## src/rtl/fft_pkg.sv

```systemverilog
// Shared FFT datapath constants and the complex bin format.
// Used by both the FFT input stage and the output handler.
package fft_pkg;

  localparam int FFT_WIDTH = 16;
  localparam int FFT_SIZE  = 1024;
  localparam int IDX_WIDTH = $clog2(FFT_SIZE);
  localparam int MAG_WIDTH = FFT_WIDTH + 1;

  // Wire order matches tdata: {imag, real}.
  typedef struct packed {
    logic signed [FFT_WIDTH-1:0] im;
    logic signed [FFT_WIDTH-1:0] re;
  } fft_bin_t;

endpackage

```

## src/rtl/fft_output_handler_if.sv

```systemverilog
// Stream bundle of the FFT output handler: AXIS bins in, magnitudes,
// peak report and frame error out. slave = handler, master = env.
interface fft_output_handler_if #(
  parameter int FFT_WIDTH = fft_pkg::FFT_WIDTH,
  parameter int FFT_SIZE  = fft_pkg::FFT_SIZE
);

  localparam int IDX_WIDTH = $clog2(FFT_SIZE);
  localparam int MAG_WIDTH = FFT_WIDTH + 1;

  logic [2*FFT_WIDTH-1:0] s_axis_tdata;
  logic                   s_axis_tvalid;
  logic                   s_axis_tlast;
  logic                   s_axis_tready;

  logic [MAG_WIDTH-1:0]   mag_data;
  logic [IDX_WIDTH-1:0]   mag_idx;
  logic                   mag_valid;
  logic                   mag_last;
  logic                   mag_ready;

  logic [IDX_WIDTH-1:0]   peak_idx;
  logic [MAG_WIDTH-1:0]   peak_mag;
  logic                   peak_valid;
  logic                   frame_err;

  modport slave (
    input  s_axis_tdata, s_axis_tvalid, s_axis_tlast, mag_ready,
    output s_axis_tready, mag_data, mag_idx, mag_valid, mag_last,
    output peak_idx, peak_mag, peak_valid, frame_err
  );

  modport master (
    output s_axis_tdata, s_axis_tvalid, s_axis_tlast, mag_ready,
    input  s_axis_tready, mag_data, mag_idx, mag_valid, mag_last,
    input  peak_idx, peak_mag, peak_valid, frame_err
  );

endinterface

```

## src/rtl/fft_mag_approx.sv

```systemverilog
// Two-stage magnitude: S1 saturating |re|,|im|; S2 max + min/4 + min/8.
// Ports: en advances both stages; in_* bin+tag in; out_* mag+tag out.
module fft_mag_approx #(
  parameter int W  = 16,
  parameter int IW = 10
) (
  input  logic                clk,
  input  logic                rst_n,
  input  logic                en,
  input  logic                in_vld,
  input  logic                in_last,
  input  logic [IW-1:0]       in_idx,
  input  logic signed [W-1:0] in_re,
  input  logic signed [W-1:0] in_im,
  output logic                out_vld,
  output logic                out_last,
  output logic [IW-1:0]       out_idx,
  output logic [W:0]          out_mag
);

  localparam int MW = W + 1;

  // The most negative input has no positive twin; clamp it.
  function automatic logic [W-2:0] sat_abs(
    input logic signed [W-1:0] x
  );
    logic [W-1:0] n;
    n = ~x + 1'b1;
    if (!x[W-1])        return x[W-2:0];
    if (x[W-2:0] == '0) return '1;
    return n[W-2:0];
  endfunction

  logic          v1_q, v1_d;
  logic          l1_q, l1_d;
  logic [IW-1:0] i1_q, i1_d;
  logic [W-2:0]  ar_q, ar_d;
  logic [W-2:0]  ai_q, ai_d;

  logic          v2_q, v2_d;
  logic          l2_q, l2_d;
  logic [IW-1:0] i2_q, i2_d;
  logic [MW-1:0] m2_q, m2_d;

  logic [W-2:0]  mx, mn;

  always_comb begin
    v1_d = v1_q;
    l1_d = l1_q;
    i1_d = i1_q;
    ar_d = ar_q;
    ai_d = ai_q;
    v2_d = v2_q;
    l2_d = l2_q;
    i2_d = i2_q;
    m2_d = m2_q;
    mx   = (ar_q >= ai_q) ? ar_q : ai_q;
    mn   = (ar_q >= ai_q) ? ai_q : ar_q;
    if (en) begin
      v1_d = in_vld;
      v2_d = v1_q;
      if (in_vld) begin
        l1_d = in_last;
        i1_d = in_idx;
        ar_d = sat_abs(in_re);
        ai_d = sat_abs(in_im);
      end
      if (v1_q) begin
        l2_d = l1_q;
        i2_d = i1_q;
        m2_d = MW'(mx) + MW'(mn >> 2)
             + MW'(mn >> 3);
      end
    end
  end

  always_ff @(posedge clk or negedge rst_n) begin
    if (!rst_n) begin
      v1_q <= 1'b0;
      l1_q <= 1'b0;
      i1_q <= '0;
      ar_q <= '0;
      ai_q <= '0;
      v2_q <= 1'b0;
      l2_q <= 1'b0;
      i2_q <= '0;
      m2_q <= '0;
    end else begin
      v1_q <= v1_d;
      l1_q <= l1_d;
      i1_q <= i1_d;
      ar_q <= ar_d;
      ai_q <= ai_d;
      v2_q <= v2_d;
      l2_q <= l2_d;
      i2_q <= i2_d;
      m2_q <= m2_d;
    end
  end

  assign out_vld  = v2_q;
  assign out_last = v2_q & l2_q;
  assign out_idx  = i2_q;
  assign out_mag  = m2_q;

endmodule

```

## src/rtl/fft_output_handler.sv

```systemverilog
// FFT output handler: tags bins, emits magnitudes, tracks frame peak.
// Ports: clk, rst_n (async low), bus = slave side of the stream bundle.
module fft_output_handler #(
  parameter int FFT_WIDTH     = fft_pkg::FFT_WIDTH,
  parameter int FFT_SIZE      = fft_pkg::FFT_SIZE,
  parameter int HALF_SPECTRUM = 1
) (
  input  logic                 clk,
  input  logic                 rst_n,
  fft_output_handler_if.slave  bus
);

  localparam int IDX_WIDTH = $clog2(FFT_SIZE);
  localparam int MAG_WIDTH = FFT_WIDTH + 1;
  localparam int EMIT_BINS =
    (HALF_SPECTRUM != 0) ? FFT_SIZE / 2 : FFT_SIZE;
  localparam logic [IDX_WIDTH-1:0] CTR_MAX =
    IDX_WIDTH'(FFT_SIZE - 1);
  localparam logic [IDX_WIDTH-1:0] LAST_EMIT =
    IDX_WIDTH'(EMIT_BINS - 1);

  fft_pkg::fft_bin_t beat;

  logic                 en, acc, keep, at_max, is_last;
  logic [IDX_WIDTH-1:0] ctr_q, ctr_d;
  logic                 err_q, err_d;

  logic                 mv, ml, hs, take;
  logic [IDX_WIDTH-1:0] midx;
  logic [MAG_WIDTH-1:0] mag;

  logic                 first_q, first_d;
  logic [IDX_WIDTH-1:0] trk_idx_q, trk_idx_d;
  logic [MAG_WIDTH-1:0] trk_mag_q, trk_mag_d;
  logic [IDX_WIDTH-1:0] nx_idx;
  logic [MAG_WIDTH-1:0] nx_mag;
  logic [IDX_WIDTH-1:0] pk_idx_q, pk_idx_d;
  logic [MAG_WIDTH-1:0] pk_mag_q, pk_mag_d;
  logic                 pv_q, pv_d;

  assign beat    = bus.s_axis_tdata;
  assign en      = !mv || bus.mag_ready;
  assign acc     = bus.s_axis_tvalid && en;
  assign at_max  = (ctr_q == CTR_MAX);
  assign keep    = (int'(ctr_q) < EMIT_BINS);
  // Early tlast also closes the emitted part of the frame.
  assign is_last = (ctr_q == LAST_EMIT) || bus.s_axis_tlast;

  always_comb begin
    ctr_d = ctr_q;
    err_d = err_q;
    if (acc) begin
      if (bus.s_axis_tlast || at_max) ctr_d = '0;
      else                            ctr_d = ctr_q + 1'b1;
      if (bus.s_axis_tlast != at_max) err_d = 1'b1;
    end
  end

  fft_mag_approx #(
    .W  (FFT_WIDTH),
    .IW (IDX_WIDTH)
  ) u_mag (
    .clk     (clk),
    .rst_n   (rst_n),
    .en      (en),
    .in_vld  (acc && keep),
    .in_last (is_last),
    .in_idx  (ctr_q),
    .in_re   (beat.re),
    .in_im   (beat.im),
    .out_vld (mv),
    .out_last(ml),
    .out_idx (midx),
    .out_mag (mag)
  );

  // Strict > keeps the lowest index on ties.
  assign hs     = mv && bus.mag_ready;
  assign take   = first_q || (mag > trk_mag_q);
  assign nx_idx = take ? midx : trk_idx_q;
  assign nx_mag = take ? mag  : trk_mag_q;

  always_comb begin
    first_d   = first_q;
    trk_idx_d = trk_idx_q;
    trk_mag_d = trk_mag_q;
    pk_idx_d  = pk_idx_q;
    pk_mag_d  = pk_mag_q;
    pv_d      = 1'b0;
    if (hs) begin
      first_d   = ml;
      trk_idx_d = nx_idx;
      trk_mag_d = nx_mag;
      if (ml) begin
        pk_idx_d = nx_idx;
        pk_mag_d = nx_mag;
        pv_d     = 1'b1;
      end
    end
  end

  always_ff @(posedge clk or negedge rst_n) begin
    if (!rst_n) begin
      ctr_q     <= '0;
      err_q     <= 1'b0;
      first_q   <= 1'b1;
      trk_idx_q <= '0;
      trk_mag_q <= '0;
      pk_idx_q  <= '0;
      pk_mag_q  <= '0;
      pv_q      <= 1'b0;
    end else begin
      ctr_q     <= ctr_d;
      err_q     <= err_d;
      first_q   <= first_d;
      trk_idx_q <= trk_idx_d;
      trk_mag_q <= trk_mag_d;
      pk_idx_q  <= pk_idx_d;
      pk_mag_q  <= pk_mag_d;
      pv_q      <= pv_d;
    end
  end

  assign bus.s_axis_tready = en;
  assign bus.mag_data      = mag;
  assign bus.mag_idx       = midx;
  assign bus.mag_valid     = mv;
  assign bus.mag_last      = ml;
  assign bus.peak_idx      = pk_idx_q;
  assign bus.peak_mag      = pk_mag_q;
  assign bus.peak_valid    = pv_q;
  assign bus.frame_err     = err_q;

endmodule

```

## src/flat_wrapper.sv

```systemverilog
// flat-port wrapper written by rule: the top's interface ports become plain ports
module fft_output_handler_flat 
#(
  parameter int FFT_WIDTH     = fft_pkg::FFT_WIDTH,
  parameter int FFT_SIZE      = fft_pkg::FFT_SIZE,
  parameter int HALF_SPECTRUM = 1
)
  (clk, rst_n, bus_s_axis_tdata, bus_s_axis_tvalid, bus_s_axis_tlast, bus_mag_ready, bus_s_axis_tready, bus_mag_data, bus_mag_idx, bus_mag_valid, bus_mag_last, bus_peak_idx, bus_peak_mag, bus_peak_valid, bus_frame_err);
  fft_output_handler_if #(.FFT_WIDTH(FFT_WIDTH), .FFT_SIZE(FFT_SIZE)) bus_i ();
  input  logic clk;
  input  logic rst_n;
  input wire logic [$bits(bus_i.s_axis_tdata)-1:0] bus_s_axis_tdata;
  input wire logic [$bits(bus_i.s_axis_tvalid)-1:0] bus_s_axis_tvalid;
  input wire logic [$bits(bus_i.s_axis_tlast)-1:0] bus_s_axis_tlast;
  input wire logic [$bits(bus_i.mag_ready)-1:0] bus_mag_ready;
  output wire logic [$bits(bus_i.s_axis_tready)-1:0] bus_s_axis_tready;
  output wire logic [$bits(bus_i.mag_data)-1:0] bus_mag_data;
  output wire logic [$bits(bus_i.mag_idx)-1:0] bus_mag_idx;
  output wire logic [$bits(bus_i.mag_valid)-1:0] bus_mag_valid;
  output wire logic [$bits(bus_i.mag_last)-1:0] bus_mag_last;
  output wire logic [$bits(bus_i.peak_idx)-1:0] bus_peak_idx;
  output wire logic [$bits(bus_i.peak_mag)-1:0] bus_peak_mag;
  output wire logic [$bits(bus_i.peak_valid)-1:0] bus_peak_valid;
  output wire logic [$bits(bus_i.frame_err)-1:0] bus_frame_err;
  assign bus_i.s_axis_tdata = bus_s_axis_tdata;
  assign bus_i.s_axis_tvalid = bus_s_axis_tvalid;
  assign bus_i.s_axis_tlast = bus_s_axis_tlast;
  assign bus_i.mag_ready = bus_mag_ready;
  assign bus_s_axis_tready = bus_i.s_axis_tready;
  assign bus_mag_data = bus_i.mag_data;
  assign bus_mag_idx = bus_i.mag_idx;
  assign bus_mag_valid = bus_i.mag_valid;
  assign bus_mag_last = bus_i.mag_last;
  assign bus_peak_idx = bus_i.peak_idx;
  assign bus_peak_mag = bus_i.peak_mag;
  assign bus_peak_valid = bus_i.peak_valid;
  assign bus_frame_err = bus_i.frame_err;
  fft_output_handler #(.FFT_WIDTH(FFT_WIDTH), .FFT_SIZE(FFT_SIZE), .HALF_SPECTRUM(HALF_SPECTRUM)) u_core (.clk(clk), .rst_n(rst_n), .bus(bus_i));
endmodule
```

## config.mk

```make
export PLATFORM = sky130hd
export DESIGN_NAME = fft_output_handler_flat
export DESIGN_NICKNAME = d
export VERILOG_FILES = /design/src/rtl/fft_pkg.sv /design/src/rtl/fft_output_handler_if.sv /design/src/rtl/fft_mag_approx.sv /design/src/rtl/fft_output_handler.sv /design/src/flat_wrapper.sv
export SDC_FILE = /design/constraint.sdc
export NUM_CORES = 1
export LEC_CHECK = 0
export ABC_CLOCK_PERIOD_IN_PS = 4200
export CAP_MARGIN = 10
export CORE_UTILIZATION = 50
export DETAILED_ROUTE_END_ITERATION = 8
export DONT_BUFFER_PORTS = 1
export GPL_ROUTABILITY_DRIVEN = 1
export PLACE_DENSITY_LB_ADDON = 0.08
export SKIP_LAST_GASP = 1
export SLEW_MARGIN = 25
export SYNTH_ARGS = -nofsm -noshare
export SYNTH_HDL_FRONTEND = slang
export SYNTH_SLANG_ARGS = --single-unit
export TNS_END_PERCENT = 10
```

## constraint.sdc

```tcl
create_clock -name clk -period 4.2 [get_ports clk]
set_clock_uncertainty 0.15 [all_clocks]
set_input_delay 0.84 -clock clk [delete_from_list [all_inputs] [get_ports clk]]
set_output_delay 0.84 -clock clk [all_outputs]
set_load 0.02 [all_outputs]
```

# Word level (Yosys, flattened, before mapping)
# Index checks and enable logic that the tools add are counted.
[totals] mem_bits_rw=0 n_memories=0 word_cells=74 rom_bits=0 input_bits=37 out_inout_bits=59 register_bits=138 latchBits=0
[op_classes] bitwise=3 eq_ne=3 n_reduce_logical=14 shift=0 addsub=5 div=0 mux=29 order_cmp=3 mul=0
[op_table] op="2-to-1 mux 15 bit" n=10
[op_table] op="adder 15 x 1 -> 15 bit (second input constant)" n=2
[op_table] op="zero test 15 bit" n=2
[op_table] op="inverter 15 bit" n=2
[op_table] op="2-to-1 mux 10 bit" n=2
[op_table] op="adder 16 x 12 -> 17 bit" n=1
[op_table] op="> comparator 17 bit" n=1
[op_table] op="2-to-1 mux 17 bit" n=1
[op_table] op="adder 15 x 13 -> 16 bit" n=1
[op_table] op="2-to-1 mux 1 bit" n=16
[op_table] op=">= comparator 15 bit" n=1
[op_table] op="adder 10 x 1 -> 10 bit (second input constant)" n=1
[op_table] op="== test 10 bit (second input constant)" n=1
[op_table] op="== test 10 x 9 -> 1 bit (second input constant)" n=1
[op_table] op="< comparator 10 bit (second input constant)" n=1
[op_table] op="AND reduction 2 bit" n=4
[op_table] op="logical OR 1 bit" n=4
[op_table] op="logical AND 1 bit" n=3
[op_table] op="bitwise AND 1 bit" n=1
[op_table] op="zero test 1 bit" n=1
[op_table] op="inequality test 1 bit" n=1

# Depth between registers and ports, before layout
[logic_depth] ltp_word=11 ltp_mapped=23 mapped_depth_nobuf=21

# Modules after synthesis
# From an unflattened synthesis, not the netlist that was laid out.
[hier_totals] hier_cells=860 area_unflattened_um2=8339.2
[modules_own_cells] mod="fft_mag_approx" seq_area_each_um2=1751.7 cells_each=519 area_each_um2=4833.4 n_inst=1
[modules_own_cells] mod="fft_output_handler" seq_area_each_um2=1677.9 cells_each=341 area_each_um2=3505.9 n_inst=1

# Worst setup path before layout
# No wires, ideal clock.
[synth_path] path_kind="reg2reg" from="reg u_core.u_mag.ar_q[0]" to="reg u_core.u_mag.m2_q[11], in the netlist u_core.u_mag.out_mag[11]" required_ns=3.904 synth_period_minus_slack_ns=4.664 setup_ns=0.146 slack_ns=-0.464 stages_incl_launch_ff=20 t_arrival_ns=4.369 n_path_buf=2 cell_sequence="dfrtp_1 > inv_1 > ha_1 > nand2b_1 > a2111oi_0 > o31ai_1 > a311oi_2 > buf_2 > buf_2 > mux2_2 > fa_1 > inv_1 > fa_1 > nor2b_1 > o31a_1 > o21bai_1 > a21oi_1 > o211ai_1 > mux2i_1 > o311ai_0"
[synth_between] elab_chain_cells=4 word_cells_on_any_way=5 cone_classes="add/sub: 2; order compare: 1; mux: 2"
[synth_rtl] element="start: declaration" line="fft_mag_approx.sv:37" text="logic [W-2:0] ar_q, ar_d;"
[synth_rtl] element="start signal: assignment" line="fft_mag_approx.sv:92" text="ar_q <= ar_d;"
[synth_rtl] element=">= comparator 15 bit" line="fft_mag_approx.sv:57, fft_mag_approx.sv:58"
[synth_rtl] element="2-to-1 mux 15 bit (on tied branches)" line="fft_mag_approx.sv:57, fft_mag_approx.sv:58"
[synth_rtl] element="adder 15 x 13 -> 16 bit" line="fft_mag_approx.sv:71" text="m2_d = MW'(mx) + MW'(mn >> 2)"
[synth_rtl] element="adder 16 x 12 -> 17 bit (*)" line="fft_mag_approx.sv:72" text="+ MW'(mn >> 3);"
[synth_rtl] element="end signal: assignment" line="fft_mag_approx.sv:97" text="m2_q <= m2_d;"
[synth_rtl] element="end: declaration" line="fft_mag_approx.sv:43" text="logic [MW-1:0] m2_q, m2_d;"
# Every way passes the cells marked *; elsewhere a longest branch is shown, timed or not.
# A chain may end at the register's enable or synchronous reset.

# Final worst setup path
[layout_path] from="reg u_core.u_mag.ai_q[0]" to="reg u_core.u_mag.m2_q[11], in the netlist u_core.u_mag.out_mag[11]"
[layout_between] elab_chain_cells=4 word_cells_on_any_way=5 cone_classes="add/sub: 2; order compare: 1; mux: 2"
[layout_rtl] element="start: declaration" line="fft_mag_approx.sv:38" text="logic [W-2:0] ai_q, ai_d;"
[layout_rtl] element="start signal: assignment" line="fft_mag_approx.sv:93" text="ai_q <= ai_d;"
[layout_rtl] element=">= comparator 15 bit" line="fft_mag_approx.sv:57, fft_mag_approx.sv:58"
[layout_rtl] element="2-to-1 mux 15 bit (on tied branches)" line="fft_mag_approx.sv:57, fft_mag_approx.sv:58"
[layout_rtl] element="adder 15 x 13 -> 16 bit" line="fft_mag_approx.sv:71"
[layout_rtl] element="adder 16 x 12 -> 17 bit (*)" line="fft_mag_approx.sv:72"
# Marked as above.

==> results.py <==
metrics = {
    "power_and_ir_drop": {
        "worst_ir_drop_vdd_v": 0.000477,
        "leakagePower_nw": 4.57,
        "power.density_nw_per_um2": 854,
    },
    "sta": {
        "final_hold_viol_count": 0,
        "finalCriticalPeriod_ps": 4330,
        "finalSetupViolations": 8,
        "worst_slack_ps": -130,
        "drv_slew": 0,
        "tightestPinTransition_ps": 926,
        "rsz0062_at_grt": "true",
        "fmax_mhz": 231,
        "fin_crit_sh": 1.03,
        "slew_headroom": 0.382,
    },
    "clocking": {
        "clock_path_buffers": 2,
        "numCtsBuffers": 17,
        "clock_tree.root_cell": "clkbuf_16",
        "clkTransAtPathRegs_ps": 60,
        "clock_latency_ps": 420,
        "h-tree-depth": 4,
        "cts_tree": "built",
        "clock_sinks": 137,
    },
    "logic_synthesis": {
        "synth_edf_count": 0,
        "yosysWarningCount": 0,
        "ys_ff_latch": 137,
        "synthCells": 814,
        "synth.avg_cell_area_um2": 9.85,
        "synth_area_leader_cell": "dfrtp_1",
        "ys_types": 51,
        "synthTopCellsByArea": "dfrtp_1, ha_1, mux2_2",
        "synth_top_cell_area_share": 0.424,
        "synth_nets": 912,
        "yosysSeqAreaShare": 0.428,
        "synthFlopType": "dfrtp_1",
        "syn_area_um2": 8020,
        "async_flop_share": 1.00,
    },
    "finish": {
        "nFillCells": 1349,
        "layout.nets": 967,
        "final-instance-count-excl-fill": 1093,
        "area_growth_pct": 18.0,
        "stdcell_area_um2": 9460,
        "post-route-util": 0.613,
        "drive_gt1_frac": 0.217,
        "num_antenna_cells": 0,
    },
    "critical_path": {
        "slowest_stage": "fa_2",
        "cp-end-kind": "register",
        "setup.worst_path.start": "u_core.u_mag.ai_q[0]",
        "max_stage_delay_ps": 550,
        "timing.rr.start": "u_core.u_mag.ai_q[0]",
        "cp-start-kind": "register",
        "cp.required_ps": 4340,
        "path_class": "reg -> reg",
        "cp.arrival_ps": 4470,
        "worstPathCellList": "ha_1 > nand2b_1 > a2111oi_4 > o31ai_2 > a311oi_4 > buf_12 > mux2_4 > fa_2 > inv_1 > fa_2 > nor2b_4 > o31a_1 > o21bai_2 > a21oi_2 > o211ai_1 > mux2i_1 > o311ai_1",
        "crit_top_cell": "fa_2",
        "worstPathMaxFanout": 7,
    },
    "grt": {
        "grtUsageTotal": 0.226,
        "antenna_found_initial": 0,
        "grt_pass1_wl_um": 29200,
        "grt_pass1_vias": 6040,
        "globalRoute.totalOverflow": 0,
        "grt_max_degree": 137,
    },
    "drt": {
        "avgViaCountPerCell": 5.31,
        "routed_wl_um": 17400,
        "firstDrtPassIters": 4,
        "wl_per_cell_um": 15.9,
        "ant_nets": 0,
        "drc": 0,
        "drt_iter0_markers": 201,
        "vias": 5804,
    },
    "placement": {
        "dp_cells": 1058,
        "gp_congestion": 0.793,
        "place_area_um2": 8750,
        "io_buffers": 0,
        "hpwl_um": 12700,
    },
    "floorplan": {
        "dieArea_um2": 16500,
        "pin_count": 96,
        "die_h_um": 129,
        "initial_core_util": 0.520,
        "die_w_um": 129,
        "rows": 45,
        "core_um2": 15400,
    },
    "hold_path": {
        "hp-class": "in -> async",
    },
    "outcome": {
        "status": "finished with violations",
        "violations": "negative setup slack",
    },
    "job": {
        "cap_viol_max_count": 0,
    },
}
-- final cells by class --
class | instances | area, um2 | share of cell area
Multi-Input combinational cell | 583 | 4360 | 0.461
Clock inverter | 13 | 143 | 0.0151
Inverter | 60 | 225 | 0.0238
Clock buffer | 19 | 453 | 0.0479
Sequential cell | 137 | 3430 | 0.363
Tap cell | 211 | 264 | 0.0279
Timing Repair Buffer | 70 | 588 | 0.0622
-- cell usage in the layout (no fill, tap or decap), types with 9 or more instances in the layout --
cell type / n
a21o_1: 14
a21oi_1: 30
a21oi_2: 9
a22oi_2: 10
buf_4: 66
clkbuf_16: 18
dfrtp_1: 136
ha_1: 49
inv_1: 56
mux2_2: 41
mux2i_1: 35
nand2_1: 117
nand3_1: 16
nor2_1: 39
o21ai_0: 69
o31ai_1: 12
or3_1: 9
xnor2_1: 20
xor2_1: 25
-- worst paths after layout --
kind | end | slack (ps) | cells after the start
hold / removal | u_core.first_q | 110 | 0
max in group asynchronous | u_core.u_mag.ai_q[7] | 3160 | 1
hold reg to reg | u_core.u_mag.i1_q[5] | 330 | 2
setup reg to reg | u_core.u_mag.out_mag[11] | -130 | 17
setup / recovery | u_core.u_mag.out_mag[11] | -130 | 17
min in group clk | u_core.u_mag.i1_q[5] | 330 | 2
-- flip-flops by register name (all words and copies together), names as in the netlist, 10 cells and up --
name,cells
u_core.bus.peak_mag,17
u_core.bus.peak_idx,10
u_core.u_mag.ai_q,15
u_core.trk_mag_q,17
u_core.u_mag.out_idx,10
u_core.trk_idx_q,10
u_core.ctr_q,10
u_core.u_mag.i1_q,10
u_core.u_mag.out_mag,16
u_core.u_mag.ar_q,15
-- stage by stage --
step	setup TNS (ps)	power [mW]	hold slack [ps]	setup WS [ps]
floorplan	-229	5.13	289	-92.5
global placement	-71.9	6.32	315	-38.0
detailed placement	-511	6.45	317	-120
CTS	-579	8.04	93.3	-123
global route	-2470	8.82	88.8	-316
finish	-694	8.08	108	-130
-- layer usage --
layer | GRT usage | part of all wire
met5 | 0 | 0
met3 | 0.0507 | 0.046
met1 | 0.297 | 0.47
met2 | 0.371 | 0.47
met4 | 0.0754 | 0.016
-- critical path, delay by kind of cell (launching register included) --
kind                     cells  cell delay, ps
AO/OA/AOI/OAI                8            1410
adder cells (fa/ha/maj)      3            1240
multiplexers                 2             450
flip-flops                   1             390
AND/OR/NAND/NOR              2             320
buffers and inverters        2             230
-- synthesized netlist by cell type, types with 8 or more instances --
master / count
a21o_1: 14
ha_1: 53
a21oi_1: 34
nor2_1: 39
nor2b_1: 8
mux2i_1: 35
dfrtp_1: 136
xnor2_1: 21
fa_1: 8
inv_1: 60
xor2_1: 25
mux2_2: 43
a22oi_2: 10
o31ai_1: 13
o21ai_0: 74
or3_1: 9
clkbuf_1: 18
nand2_1: 117
nand3_1: 17
-- power breakdown --
part	internal, mW	switching (mW)
logic	2.29	2.14
registers	1.66	0.489
clock network	0.909	0.588
-- repair_timing --
| item | 4_1_cts | 5_1_grt |
|---|---|---|
| hold buffers | 1 | 0 |
| setup buffers | 1 | 0 |
| endpoints found under the setup margin | 7 | 10 |
| resized for setup | 2 | 11 |
| pin swaps | 1 | 6 |
| cloned | 0 | 1 |
| endpoints found under the hold margin | 136 | 0 |
-- cell families after synthesis --
group	count (synthesis)	share of synthesized area
fa+ha+maj	62	0.104
simple gates	216	0.120
mux	78	0.104
flops	137	0.428
xor+xnor	46	0.0502
other cells	1	0.000468
compound gates	180	0.145
buf+inv	94	0.0487
Power figures use the tool's default switching activity.
==> edit 1 (same flow settings) <==
The package constant `FFT_SIZE` goes from 1024 to 2048.
--- a/src/rtl/fft_pkg.sv
+++ b/src/rtl/fft_pkg.sv
@@ -3,7 +3,7 @@
 package fft_pkg;
 
   localparam int FFT_WIDTH = 16;
-  localparam int FFT_SIZE  = 1024;
+  localparam int FFT_SIZE  = 2048;
   localparam int IDX_WIDTH = $clog2(FFT_SIZE);
   localparam int MAG_WIDTH = FFT_WIDTH + 1;
 
Interface: changed (resized bus_mag_idx and bus_peak_idx); port bits go from 96 to 98. No check against the original RTL was run, so the function may have changed too.
==> edit 1 against the unedited design <==
- the flow finishes with violations (hold timing, setup timing)
- total power up 6.4%
- setup slack improved by 0.077 ns
- sequential cell count rose by 5
- design area about the same
- routed wire length shrank 0.44%
- synthesized area up 1.5%
- largest power group unchanged
==> edit 1: results <==
run_status:
  status: "complete, but fails checks"
  violations: "hold timing, setup timing"
yosys:
  synthTopCellsByArea: "dfrtp_1, ha_1, mux2_2"
  synth_area_per_cell_sq_um: 9.96
  ys_seq_area_share_pct: 43.7
  synth_common_cells: "dfrtp_1, nand2_1, o21ai_0, inv_1, mux2_2"
  syn_nets: 916
  synth_cell_types: 53
  synth_top_area_share_pct: 43.4
placed_design:
  port_buffers: 0
  finalWeightedCongestion: 0.847
  dp_slack_ns: -0.0480
  dp_hpwl_um: 12800
  dpl_cell_area_sq_mm: 0.00879
routing:
  met1_length_um: 8270
  finalWirelength_um: 17300
  drt_iter0_markers: 292
  post_drt_wl_per_cell_um: 15.8
  wl_met2_um: 7950
  via_per_inst: 5.39
  dr_wl_met3_um: 893
global_routing:
  grtUsageMet1_pct: 29.8
  use_met3_pct: 5.90
  use_met2_pct: 34.7
  grt_pass1_wl_um: 28500
  grt_pass1_vias: 5888
  grt_use_total_pct: 21.9
  grt_max_degree: 143
critical_path:
  crit_family: "compound AO/OA/AOI/OAI gates"
  cpPeakStageDelay_ns: 0.51
  slowest_stage: "or4b_4"
  cp_data_arrival_time_ns: 4.41
  reg2reg_from: "u_core.u_mag.ai_q[8]"
  crit_fanout: 11
  worstReg2RegEnd: "u_core.u_mag.out_mag[14]"
worst_hold_path:
  min_path_type: "input pin to asynchronous set/reset pin"
cells_and_area:
  final_nets: 962
  drive_above_1_share_pct: 21.2
clock_network:
  clkTransAtPathRegs_ns: 0.06
  postCtsSetupRepairBufs: 0
  cts_resized: 0
  clock_path_buffers: 2
  root_buffer: "clkbuf_16"
timing:
  setup_tns_ns: -0.0532
  max_slew_margin_pct: 36.3
  fin_ws_ns: -0.0532
  finalSetupViolCount: 1
  hold_viol_final: 133
  worst_hold_slack_ns: -0.0373
power_and_ir_drop:
  switchingPower_uw: 3520
  leakage_uw: 0.00453
  intPower_uw: 5080
  vdd_drop_max_v: 0.000544
  powerSeq_uw: 2240
[edit 1: cell count changes in the layout (fill, tap and decap cells not counted), sizes merged, moves of 4 or more]
cell,change
nand3,-4
nor2,+4
buf,-10
nand4,+4
xnor2,-5
mux2,+10
dfrtp,+5
a21o,-5
[edit 1: cells by family (layout without fill, tap and decap cells)]
group | Yosys count | after routing | share of synthesized area, %
AND/OR/NAND/NOR | 222 | 222 | 12.2
AO/OA/AOI/OAI | 173 | 173 | 13.3
flip-flops | 142 | 142 | 43.7
buffers and inverters | 92 | 151 | 4.57
multiplexers | 85 | 85 | 11.3
adder cells (fa/ha/maj) | 62 | 62 | 10.6
XOR/XNOR | 40 | 40 | 4.31
other | 1 | 1 | 0.0461
[edit 1: worst max path at each step]
stage / to / slack (ns) / cells past startpoint / start
6_report: u_core.u_mag.out_mag[14] / -0.05 / 17 / u_core.u_mag.ai_q[8]
3_5_place_dp: u_core.u_mag.out_mag[14] / -0.05 / 17 / u_core.u_mag.ai_q[8]
4_1_cts: u_core.u_mag.out_mag[14] / -0.07 / 17 / u_core.u_mag.ai_q[2]
2_1_floorplan: u_core.u_mag.out_mag[14] / 0.02 / 16 / u_core.u_mag.ar_q[9]
5_1_grt: u_core.u_mag.out_mag[14] / -0.26 / 17 / u_core.u_mag.ai_q[6]
3_3_place_gp: u_core.u_mag.out_mag[14] / 0.009 / 17 / u_core.u_mag.ar_q[9]
[edit 1: cell type report]
class | instances | area, sq um
fill | 1416 | 6430
timing repair buffer | 60 | 493
clock inverter | 11 | 129
clock buffer | 21 | 470
inverter | 59 | 221
multi-input combinational | 583 | 4320
sequential | 142 | 3550
tap | 216 | 270
==> edit 2 (same flow settings) <==
Made on the original files. `ar_q` no longer has a reset.
--- a/src/rtl/fft_mag_approx.sv
+++ b/src/rtl/fft_mag_approx.sv
@@ -79,7 +79,6 @@
       v1_q <= 1'b0;
       l1_q <= 1'b0;
       i1_q <= '0;
-      ar_q <= '0;
       ai_q <= '0;
       v2_q <= 1'b0;
       l2_q <= 1'b0;
@@ -89,13 +88,16 @@
       v1_q <= v1_d;
       l1_q <= l1_d;
       i1_q <= i1_d;
-      ar_q <= ar_d;
       ai_q <= ai_d;
       v2_q <= v2_d;
       l2_q <= l2_d;
       i2_q <= i2_d;
       m2_q <= m2_d;
     end
+  end
+
+  always_ff @(posedge clk) begin
+    ar_q <= ar_d;
   end
 
   assign out_vld  = v2_q;
Formal check against the unedited RTL: same outputs for any inputs over 4 cycles, from zero or initial values and one cycle with rst_n low; that may be too few to reach the edited logic, so the function may still have changed.
==> edit 2 against the unedited design <==
- the run still ends with setup timing left
- global-route usage up 0.094 points
- critical path depth up 1
- synthesized area down 0.42%
- sequential cell count unchanged
- design area up 0.29%
- via count up 1.0%
- final cell count down 1.5%
- setup slack better by 0.11 ns
- total power down 14%
- routed wire length up 0.38%
- highest routed layer unchanged
==> edit 2: results <==
clock_network:
  root_buffer: "clkbuf_16"
  clock_path_buffers: 2
  clkTransAtPathRegs_ns: 0.06
  htree_levels: 4
  clock_latency_ns: 0.42
  cts_buffers: 17
placed_design:
  dp_hpwl_um: 12600
  dp_slack_ns: -0.0829
  port_buffers: 0
  finalWeightedCongestion: 0.847
  dpl_cell_area_sq_mm: 0.00861
power_and_ir_drop:
  vdd_drop_max_v: 0.000445
  leakage_uw: 0.00448
  switchingPower_uw: 2770
critical_path:
  r2r_cells: 18
  cp_data_arrival_time_ns: 4.40
  crit_fanout: 4
  cpPeakStageDelay_ns: 0.58
  crit_family: "adder cells"
  worstReg2RegEnd: "u_core.u_mag.out_mag[15]"
  slowest_stage: "fa_1"
  reg2reg_from: "u_core.u_mag.ar_q[11]"
cells_and_area:
  final_nets: 952
  drive_above_1_share_pct: 23.0
  n_fill_cell: 1313
routing:
  via_per_inst: 5.44
  drt_pass1_iterations: 4
  finalWirelength_um: 17400
  drt_iter0_markers: 234
timing:
  max_slew_margin_pct: 40.1
  fin_ws_ns: -0.0187
  finalSetupViolCount: 2
global_routing:
  grt_pass1_vias: 6095
  antenna_found_initial: 0
  grt_pass1_wl_um: 29200
  grt_max_degree: 122
  grt_use_total_pct: 22.7
yosys:
  async_flop_share_pct: 89.1
  synth_edf_count: 15
  synth_common_cells: "dfrtp_1, nand2_1, o21ai_0, inv_1, mux2_2"
  synth_cell_types: 55
  ys_seq_area_share_pct: 43.9
  ys_warn_count: 0
  syn_nets: 901
  synthTopCellsByArea: "dfrtp_1, ha_1, mux2_2"
worst_hold_path:
  min_path_type: "input pin to asynchronous set/reset pin"
run_status:
  violations: "setup timing"
  status: "complete, but fails checks"
-- edit 2: worst reg2reg max path: cells and delay by family (launching register included) --
kind / cells / cell delay, ns
adder cells (fa/ha/maj): 3 / 1.31
AND/OR/NAND/NOR: 6 / 0.99
AO/OA/AOI/OAI: 5 / 0.64
flip-flops: 1 / 0.41
buffers and inverters: 3 / 0.33
multiplexers: 1 / 0.30
-- edit 2: cell type report --
cell class / count / area, sq um / area share, %
sequential: 137 / 3500 / 36.9
multi-input combinational: 577 / 4390 / 46.3
tap: 211 / 264 / 2.78
clock inverter: 8 / 82.6 / 0.870
inverter: 56 / 210 / 2.22
timing repair buffer: 65 / 526 / 5.54
clock buffer: 23 / 510 / 5.38
-- edit 2: layer usage --
metal,vias to the layer above,share of wire (%),track usage (%)
li1,2898,-,-
met1,2827,45,28.6
met2,117,49,38.3
met3,20,4.1,4.99
met4,0,2.0,8.58
met5,-,0,0
-- edit 2: kinds of logic (layout without fill, tap and decap cells) --
logic type	count (synthesis)	after routing	synth area share, %
simple gates	214	214	12.2
compound gates	169	169	12.4
flops	137	137	43.9
buf+inv	89	152	4.42
mux	86	86	11.6
fa+ha+maj	62	62	10.4
xor+xnor	45	45	4.94
other cells	1	1	0.0470
-- edit 2: metrics by stage --
stage	util, %	power [uW]	hold WS (ns)	cells	setup TNS, ns
floorplan	-	4340	0.292	803	0
CTS	60.4	6800	0.0938	1071	-0.0647
finish	61.7	6980	0.115	1077	-0.0225
global placement	56.0	5130	0.317	1037	0
global route	61.7	7550	0.0918	1077	-0.859
detailed placement	56.0	5230	0.315	1037	-0.143
-- edit 2: worst max-delay path by stage --
stage	from	end	slack, ns	cells after the start
2_1_floorplan	u_core.u_mag.ar_q[4]	u_core.u_mag.out_mag[14]	0.01	17
3_3_place_gp	u_core.u_mag.ar_q[14]	u_core.u_mag.out_mag[14]	0.02	19
3_5_place_dp	u_core.u_mag.ar_q[14]	u_core.u_mag.out_mag[14]	-0.08	19
4_1_cts	u_core.u_mag.ai_q[11]	u_core.u_mag.out_mag[11]	-0.03	18
5_1_grt	u_core.u_mag.ar_q[13]	u_core.u_mag.out_mag[15]	-0.15	18
6_report	u_core.u_mag.ar_q[11]	u_core.u_mag.out_mag[15]	-0.02	18
-- edit 2: timing repair --
action,CTS,global route
cloned,1,0
hold buffers,1,0
gates resized for setup,9,38
pin swaps,8,26
endpoints found under the setup margin,5,9
buffers inserted,1,6
endpoints found under the hold margin,121,0
-- edit 2: power groups by stage --
stage,sequential [uW],combinational [uW],clock [uW]
floorplan,2090,2250,0
global placement,2170,2960,0
detailed placement,2190,3040,0
CTS,2170,3120,1510
global route,2220,3770,1570
finish,2160,3330,1480
